## config.mk

```make
export PLATFORM = sky130hd
export DESIGN_NAME = i2c_multi_write
export DESIGN_NICKNAME = d
export VERILOG_FILES = /design/src/rtl/i2c_multi_write.sv
export SDC_FILE = /design/constraint.sdc
export NUM_CORES = 1
export LEC_CHECK = 0
export BUFFER_PORTS_ARGS = -buffer_cell sky130_fd_sc_hd__buf_2
export CORE_MARGIN = 1.5
export CORE_UTILIZATION = 40
export CTS_CLUSTER_DIAMETER = 120
export DETAILED_ROUTE_END_ITERATION = 10
export GPL_TIMING_DRIVEN = 0
export SYNTH_ARGS = -nofsm -noshare
export SYNTH_HDL_FRONTEND = slang
export SYNTH_SLANG_ARGS = --single-unit
```

## constraint.sdc

```tcl
create_clock -name clk -period 2.1 [get_ports clk]
set_input_delay 0 -clock clk [delete_from_list [all_inputs] [get_ports clk]]
set_output_delay 0 -clock clk [all_outputs]
set_load 0.005 [all_outputs]
```

## src/rtl/i2c_multi_write.sv

```systemverilog
// I2C master write engine: shifts frames onto SDA against an externally owned SCL,
// collects slave ACKs and reports arbitration loss and misplaced START/STOP.
module i2c_multi_write #(
  parameter int DATA_W    = 8,
  parameter int CHECK_ARB = 1,
  parameter int CNT_W     = 8
) (
  input  logic              clk,
  input  logic              rst_n,
  input  logic              en,
  input  logic [DATA_W-1:0] tx_data,
  input  logic              tx_valid,
  input  logic              tx_last,
  output logic              tx_ready,
  input  logic              scl_i,
  input  logic              sda_i,
  output logic              sda_o,
  output logic              scl_hold,
  output logic              busy,
  output logic              done,
  output logic              nack,
  output logic              arb_lost,
  output logic              bus_err,
  output logic [CNT_W-1:0]  byte_cnt
);

  localparam int BCW = (DATA_W > 1) ? $clog2(DATA_W) : 1;
  localparam logic [BCW-1:0]   BIT_LAST = BCW'(DATA_W - 1);
  localparam logic [CNT_W-1:0] CNT_MAX  = {CNT_W{1'b1}};

  typedef enum logic [2:0] {
    IDLE = 3'd0,
    LOAD = 3'd1,
    DATA = 3'd2,
    ACK  = 3'd3,
    DONE = 3'd4
  } state_e;

  state_e            state_q, state_d;
  logic              scl_last_q, sda_last_q;
  logic [DATA_W-1:0] shift_q, shift_d, shift_nxt;
  logic [BCW-1:0]    bit_cnt_q, bit_cnt_d;
  logic              last_q, last_d;
  logic              ack_q, ack_d;
  logic              sda_q, sda_d;
  logic              nack_q, nack_d;
  logic [CNT_W-1:0]  byte_cnt_q, byte_cnt_d;
  logic              done_q, done_d;
  logic              arb_q, arb_d;
  logic              berr_q, berr_d;
  logic              ready_q, busy_q;
  logic              scl_rise, scl_fall, sda_edge, bus_cond;

  assign scl_rise  = ~scl_last_q & scl_i;
  assign scl_fall  = scl_last_q & ~scl_i;
  assign sda_edge  = sda_last_q ^ sda_i;
  // SDA moving while SCL stays high is a START or STOP from someone else
  assign bus_cond  = scl_last_q & scl_i & sda_edge;
  assign shift_nxt = shift_q << 1'b1;

  // Next-state, datapath and pulse decode
  always_comb begin
    state_d    = state_q;
    shift_d    = shift_q;
    bit_cnt_d  = bit_cnt_q;
    last_d     = last_q;
    ack_d      = ack_q;
    sda_d      = 1'b1;
    nack_d     = nack_q;
    byte_cnt_d = byte_cnt_q;
    done_d     = 1'b0;
    arb_d      = 1'b0;
    berr_d     = 1'b0;
    if (!en) begin
      state_d = IDLE;
    end else begin
      case (state_q)
        IDLE: begin
          if (!scl_i) begin
            state_d    = LOAD;
            nack_d     = 1'b0;
            byte_cnt_d = {CNT_W{1'b0}};
          end else begin
            state_d = IDLE;
          end
        end
        LOAD: begin
          if (scl_rise) begin
            berr_d  = 1'b1;
            state_d = IDLE;
          end else if (tx_valid) begin
            shift_d   = tx_data;
            last_d    = tx_last;
            bit_cnt_d = BIT_LAST;
            sda_d     = tx_data[DATA_W-1];
            state_d   = DATA;
          end else begin
            state_d = LOAD;
          end
        end
        DATA: begin
          if (bus_cond) begin
            berr_d  = 1'b1;
            state_d = IDLE;
          end else if ((CHECK_ARB != 0) && scl_rise && sda_q && !sda_i) begin
            arb_d   = 1'b1;
            state_d = IDLE;
          end else if (scl_fall) begin
            if (bit_cnt_q == {BCW{1'b0}}) begin
              state_d = ACK;
            end else begin
              shift_d   = shift_nxt;
              bit_cnt_d = bit_cnt_q - BCW'(1);
              sda_d     = shift_nxt[DATA_W-1];
            end
          end else if (!scl_i) begin
            sda_d = shift_q[DATA_W-1];
          end else begin
            sda_d = sda_q;
          end
        end
        ACK: begin
          if (bus_cond) begin
            berr_d  = 1'b1;
            state_d = IDLE;
          end else if (scl_rise) begin
            ack_d = sda_i;
          end else if (scl_fall) begin
            if (!ack_q) begin
              if (byte_cnt_q != CNT_MAX) begin
                byte_cnt_d = byte_cnt_q + CNT_W'(1);
              end else begin
                byte_cnt_d = byte_cnt_q;
              end
              if (last_q) begin
                state_d = DONE;
                done_d  = 1'b1;
              end else begin
                state_d = LOAD;
              end
            end else begin
              nack_d  = 1'b1;
              state_d = DONE;
              done_d  = 1'b1;
            end
          end else begin
            state_d = ACK;
          end
        end
        DONE: begin
          state_d = IDLE;
        end
        default: begin
          state_d = IDLE;
        end
      endcase
    end
  end

  // State and output registers; SDA released asynchronously on reset
  always_ff @(posedge clk or negedge rst_n) begin
    if (!rst_n) begin
      state_q    <= IDLE;
      scl_last_q <= 1'b1;
      sda_last_q <= 1'b1;
      shift_q    <= {DATA_W{1'b0}};
      bit_cnt_q  <= {BCW{1'b0}};
      last_q     <= 1'b0;
      ack_q      <= 1'b0;
      sda_q      <= 1'b1;
      nack_q     <= 1'b0;
      byte_cnt_q <= {CNT_W{1'b0}};
      done_q     <= 1'b0;
      arb_q      <= 1'b0;
      berr_q     <= 1'b0;
      ready_q    <= 1'b0;
      busy_q     <= 1'b0;
    end else begin
      state_q    <= state_d;
      scl_last_q <= scl_i;
      sda_last_q <= sda_i;
      shift_q    <= shift_d;
      bit_cnt_q  <= bit_cnt_d;
      last_q     <= last_d;
      ack_q      <= ack_d;
      sda_q      <= sda_d;
      nack_q     <= nack_d;
      byte_cnt_q <= byte_cnt_d;
      done_q     <= done_d;
      arb_q      <= arb_d;
      berr_q     <= berr_d;
      ready_q    <= (state_d == LOAD);
      busy_q     <= (state_d != IDLE);
    end
  end

  assign sda_o    = sda_q;
  assign tx_ready = ready_q;
  assign scl_hold = ready_q;
  assign busy     = busy_q;
  assign done     = done_q;
  assign nack     = nack_q;
  assign arb_lost = arb_q;
  assign bus_err  = berr_q;
  assign byte_cnt = byte_cnt_q;

endmodule
```

# Yosys cells after proc, flatten, opt, wreduce, memory -nomap -nowiden

Index checks and enable logic that the tools add are counted.

Equal/unequal tests: 19
Multiplexer cells: 65
$add $sub $neg: 2
Bitwise operators: 9
Reductions and logical operators: 14

Operators by type and width:

| kind                                              | number |
|---|---|
| 2-to-1 mux 8 bit                                  | 12 |
| 2-to-1 mux 3 bit                                  | 16 |
| case mux 8 bit (2 select lines)                   | 2 |
| 2-to-1 mux 1 bit                                  | 28 |
| != test 2 bit (second input constant)             | 13 |
| AND reduction 8 bit                               | 2 |
| case mux 3 bit (4 select lines)                   | 1 |
| adder 8 x 1 -> 8 bit (second input constant)      | 1 |
| != test 8 bit (second input constant)             | 1 |
| AND reduction 4 bit                               | 2 |
| AND reduction 7 bit                               | 1 |
| == test 3 x 1 -> 1 bit (second input constant)    | 2 |
| == test 3 x 2 -> 1 bit (second input constant)    | 2 |
| zero test 3 bit                                   | 2 |
| != test 6 bit (second input constant)             | 1 |
| case mux 1 bit (2 select lines)                   | 3 |
| case mux 3 bit (2 select lines)                   | 1 |
| bitwise AND 1 bit                                 | 4 |
| 2-to-1 mux 2 bit                                  | 2 |
| inverter 1 bit                                    | 4 |
| nonzero test 2 bit                                | 2 |
| nonzero test 3 bit                                | 1 |
| subtractor 3 x 1 -> 3 bit (second input constant) | 1 |
| logical AND 1 bit                                 | 2 |
| 3 further kinds                                   | 3 |

Flip-flop bits (word level): 33
Output and inout bits: 16
Bits of input ports: 15
Word-level logic and storage cells: 124

# Logic depth before layout (Yosys ltp)

Depth after elaboration: 9
Gate-level depth with buffers: 7
Depth with buffers taken out: 6

# Least setup slack after synthesis

No wires, ideal clock.

Path kind: register to register
From: reg scl_last_q
To: reg byte_cnt_q[6], in the netlist byte_cnt[6]
Data required time: 2.022 ns
Setup time: 0.078 ns
Clock period less this slack: 1.807 ns
Data arrival time: 1.729 ns
Slack: 0.293 ns
Cell stages (with the launch flop): 6
Buffers on the path: 1
Cell sequence: dfstp_2 -> buf_2 -> nand3_1 -> a211o_1 -> or4_1 -> a21boi_1

Longest elaborated chain between the ends: 4
Elaborated cells between the ends (all ways): 9
Those cells by class: 3 x eq/ne; 5 x bitwise; 1 x reduce/logical

Ends and longest elaborated chain:

| item                                                       | line   | source |
|---|---|---|
| start, declared                                            | 40     | `logic scl_last_q, sda_last_q;` |
| start signal, assigned                                     | 180    | `scl_last_q <= scl_i;` |
| bitwise AND 1 bit / inverter 1 bit (equally long branches) | 58, 54 |  |
| bitwise AND 1 bit (on tied branches)                       | 58, 54 |  |
| != test 2 bit (no source line)                             | -      |  |
| AND reduction 8 bit (no source line) *                     | -      |  |
| end signal, assigned                                       | 172    | `byte_cnt_q <= {CNT_W{1'b0}};` |
| end signal, assigned                                       | 188    | `byte_cnt_q <= byte_cnt_d;` |
| end, declared                                              | 47     | `logic [CNT_W-1:0] byte_cnt_q, byte_cnt_d;` |

Every way passes the cells marked *; elsewhere a longest branch is shown, timed or not.
A chain may end at the register's enable or synchronous reset.

# Final worst setup path

Same ends and word-level chain as after synthesis.

==> impl_metrics.tcl <==
set metrics [dict create \
    critPathArrivalTime_ns 2.18 \
    slew-limit-headroom_pct 51.0 \
    postSynth.topFlopCell "sky130_fd_sc_hd__dfrtp_1" \
    grt_use_total_pct 17.6 \
    status "finished, final reports clean" \
    total_of_max_cap_violations 0 \
    num_vias 1507 \
    post-route-min-period_ns 1.97 \
    synth_largest_area_cell "sky130_fd_sc_hd__dfrtp_1" \
    power.total_mw 1.44 \
    clk-insertion-delay-late_ns 0.28 \
    worstSetupStartpointType "flip-flop" \
    cts_h_tree_depth 2 \
    max_freq_ghz 0.507 \
    synth_fp_nets 198 \
    final_clock_period_utilization_by_the_worst_path_pct 94.0 \
    clkSinkCount 33 \
    initial_antenna_violation_count 0 \
    clk_transition_reported_paths_ns 0.06 \
    dp_hpwl_mm 2.92 \
    first_iter_violations 42 \
    ir_worst_vdd_v 0.000434 \
    cts_root_buf "sky130_fd_sc_hd__clkbuf_8" \
    holdCritPathClass "input port to flip-flop" \
    setup.worst_path.end_class "flip-flop" \
    grt_max_degree 34 \
    count_of_flip_flops_with_a_built_in_enable_after_synthesis 0 \
    timing.final.hold_violations 0 \
    syn_avg_cell_area_um2 9.81 \
    route.final.wire_length_mm 4.04 \
    cts_tree "built" \
    finalNetCount 241 \
    grt_ovf 0 \
    dieWidth_um 69.4 \
    io_buffer_count 30 \
    synthCells 180 \
    fp.dieH_um 69.4 \
    ys_warn_count 0 \
    cellPowerDensity_mw_per_mm2 673 \
    die_area_mm2 0.00482 \
    yosys_register_bits 33 \
    core_region_area_mm2 0.00412 \
    syn-cell-area_mm2 0.00177 \
    detail_route.drc_violations 0 \
    yosys.cell_count.top_type "sky130_fd_sc_hd__dfrtp_1" \
    clock_path_buffers 2 \
    std_cell_rows 23 \
    data_required_critical_path_ns 2.31 \
    synth.top_cells.by_count "30 x sky130_fd_sc_hd__dfrtp_1, 18 x sky130_fd_sc_hd__o21ai_0, 13 x sky130_fd_sc_hd__mux2i_1, 11 x sky130_fd_sc_hd__nand2_1, 10 x sky130_fd_sc_hd__nor2_1" \
    drive_above_1_share_pct 25.4 \
    finalClockSkew_ns 0.00323 \
    globalplace.congestion 0.815 \
    leak_pwr_nw 0.965 \
    ys_seq_area_share_pct 47.0 \
    tritoncts.num_buffers 5 \
    ioPinCount 31 \
    report.final.setup_viol 0 \
    diodes 0 \
    timing.setup.critical_path_class "flip-flop to flip-flop" \
    worst-path-max-fanout 10 \
    synthDistinctLibCells 48 \
    grt_pass1_vias 1472 \
    synthArstFlopShare_pct 100 \
    finalCoreUtilization_pct 52.1 \
    vias_per_cell 5.50 \
    yosys.area.top_type_share_pct 42.5 \
    grt_first_pass_wirelength_mm 6.77 \
    max_slew.worst_pin.slew_ns 0.735 \
    syn_to_final_growth_pct 21.4 \
    final-max-slew-violation-count 0 \
    router_iterations_before_antenna_repair 4 \
    floorplan.initialDensity_pct 42.9 \
    post_synth_main_area_contributors "sky130_fd_sc_hd__dfrtp_1 43%, sky130_fd_sc_hd__mux2i_1 7.4%, sky130_fd_sc_hd__o21ai_0 5.1%" \
    route.antenna.remaining_nets 0 \
    avgRoutedWirePerCell_um 14.7 \
]
==> cell families (layout without fill, tap and decap cells) <==
| family | Yosys count | after routing | share of synthesized area (%) |
|---|---|---|---|
| and+or+nand+nor | 60 | 60 | 18.9 |
| AOI/OAI and AO/OA | 46 | 46 | 16.8 |
| DFF | 33 | 33 | 47.0 |
| buffers and inverters | 21 | 65 | 5.46 |
| muxes | 16 | 16 | 9.28 |
| adders and majority gates | 3 | 3 | 2.13 |
| xor gates and xnor gates | 1 | 1 | 0.496 |
==> state kept, by name, indices dropped and copies added, names as in the netlist <==
name        flops
byte_cnt        8
shift_q         8
bit_cnt_q       3
state_q         3
ack_q           1
arb_lost        1
bus_err         1
busy            1
done            1
last_q          1
nack            1
scl_hold        1
scl_last_q      1
sda_last_q      1
sda_o           1
==> critical path, stage by stage (launching register included) <==
cell and delay [ns]:
sky130_fd_sc_hd__dfstp_2 0.51, sky130_fd_sc_hd__buf_2 0.19, sky130_fd_sc_hd__nand3_1 0.09, sky130_fd_sc_hd__a211o_1 0.41, sky130_fd_sc_hd__or4_1 0.54, sky130_fd_sc_hd__a21boi_1 0.15
==> cells in the final DEF (no fill, tap or decap), drive strengths merged, types with 2 or more instances in the layout <==
cell type,instances
a2111oi,3
a21boi,2
dfrtp,30
o21a,2
nand2b,8
nor2,10
clkinv,2
dlygate4sd3,6
dfstp,3
nand2,11
ha,3
nand3,5
o31ai,2
nand4,2
inv,8
nor2b,2
nor3b,2
mux2i,13
mux2,3
clkbuf,15
and3,2
a21oi,7
a211oi,3
buf,34
a31oi,2
a211o,2
o21ai,18
nor3,3
nor4,3
nand3b,3
or2,3
==> path summary, 6_finish.rpt <==
path | from | endpoint | slack [ns] | cells after the start
setup / recovery | scl_last_q | byte_cnt[6] | 0.13 | 5
min in group asynchronous | rst_n | busy | 0.31 | 2
hold reg to reg | nack | nack | 0.49 | 1
setup reg to reg | scl_last_q | byte_cnt[6] | 0.13 | 5
hold / removal | tx_data[1] | shift_q[1] | 0.004 | 3
max in group asynchronous | rst_n | shift_q[7] | 1.32 | 2
==> metal layers <==
layer	part of all wire (%)	GRT usage, %	vias up
met5	0	0	-
met4	0.92	5.23	0
met3	3.9	5.09	4
met2	49	30.4	31
met1	46	21.1	736
li1	-	-	736
==> final cells by class <==
class	instances	area [um2]
fill	388	1970
multi-input combinational	126	861
sequential	33	830
timing repair buffer	36	210
clock buffer	6	72.6
buffer	13	67.6
tap	50	62.6
inverter	8	30.0
clock inverter	2	10.0
==> metrics by stage <==
step	cell area, um2	hold WS [ns]	TNS (ns)	setup slack [ns]	std cells
after floorplan	1770	-0.296	0	0.293	180
after global placement	1980	0.0894	0	0.0512	260
after detailed placement	1980	0.100	0	0.00506	260
after CTS	2120	0.00284	0	0.0227	274
after global routing	2140	0.0331	-0.0158	-0.0158	274
final	2140	0.00445	0	0.126	274
==> report_power, final <==
part	total, mW	switching (mW)	internal (mW)
Clock	0.455	0.226	0.229
Sequential	0.753	0.0390	0.714
Combinational	0.235	0.131	0.104
Total	1.44	0.396	1.05
==> timing repair <==
item / 4_1_cts / 5_1_grt
setup buffers: 0 / 0
gates resized for setup: 0 / 6
hold buffers: 6 / 0
endpoints found under the hold margin: 36 / 0
endpoints found under the setup margin: 0 / 11
No activity file was read; power rests on OpenSTA's default activity.
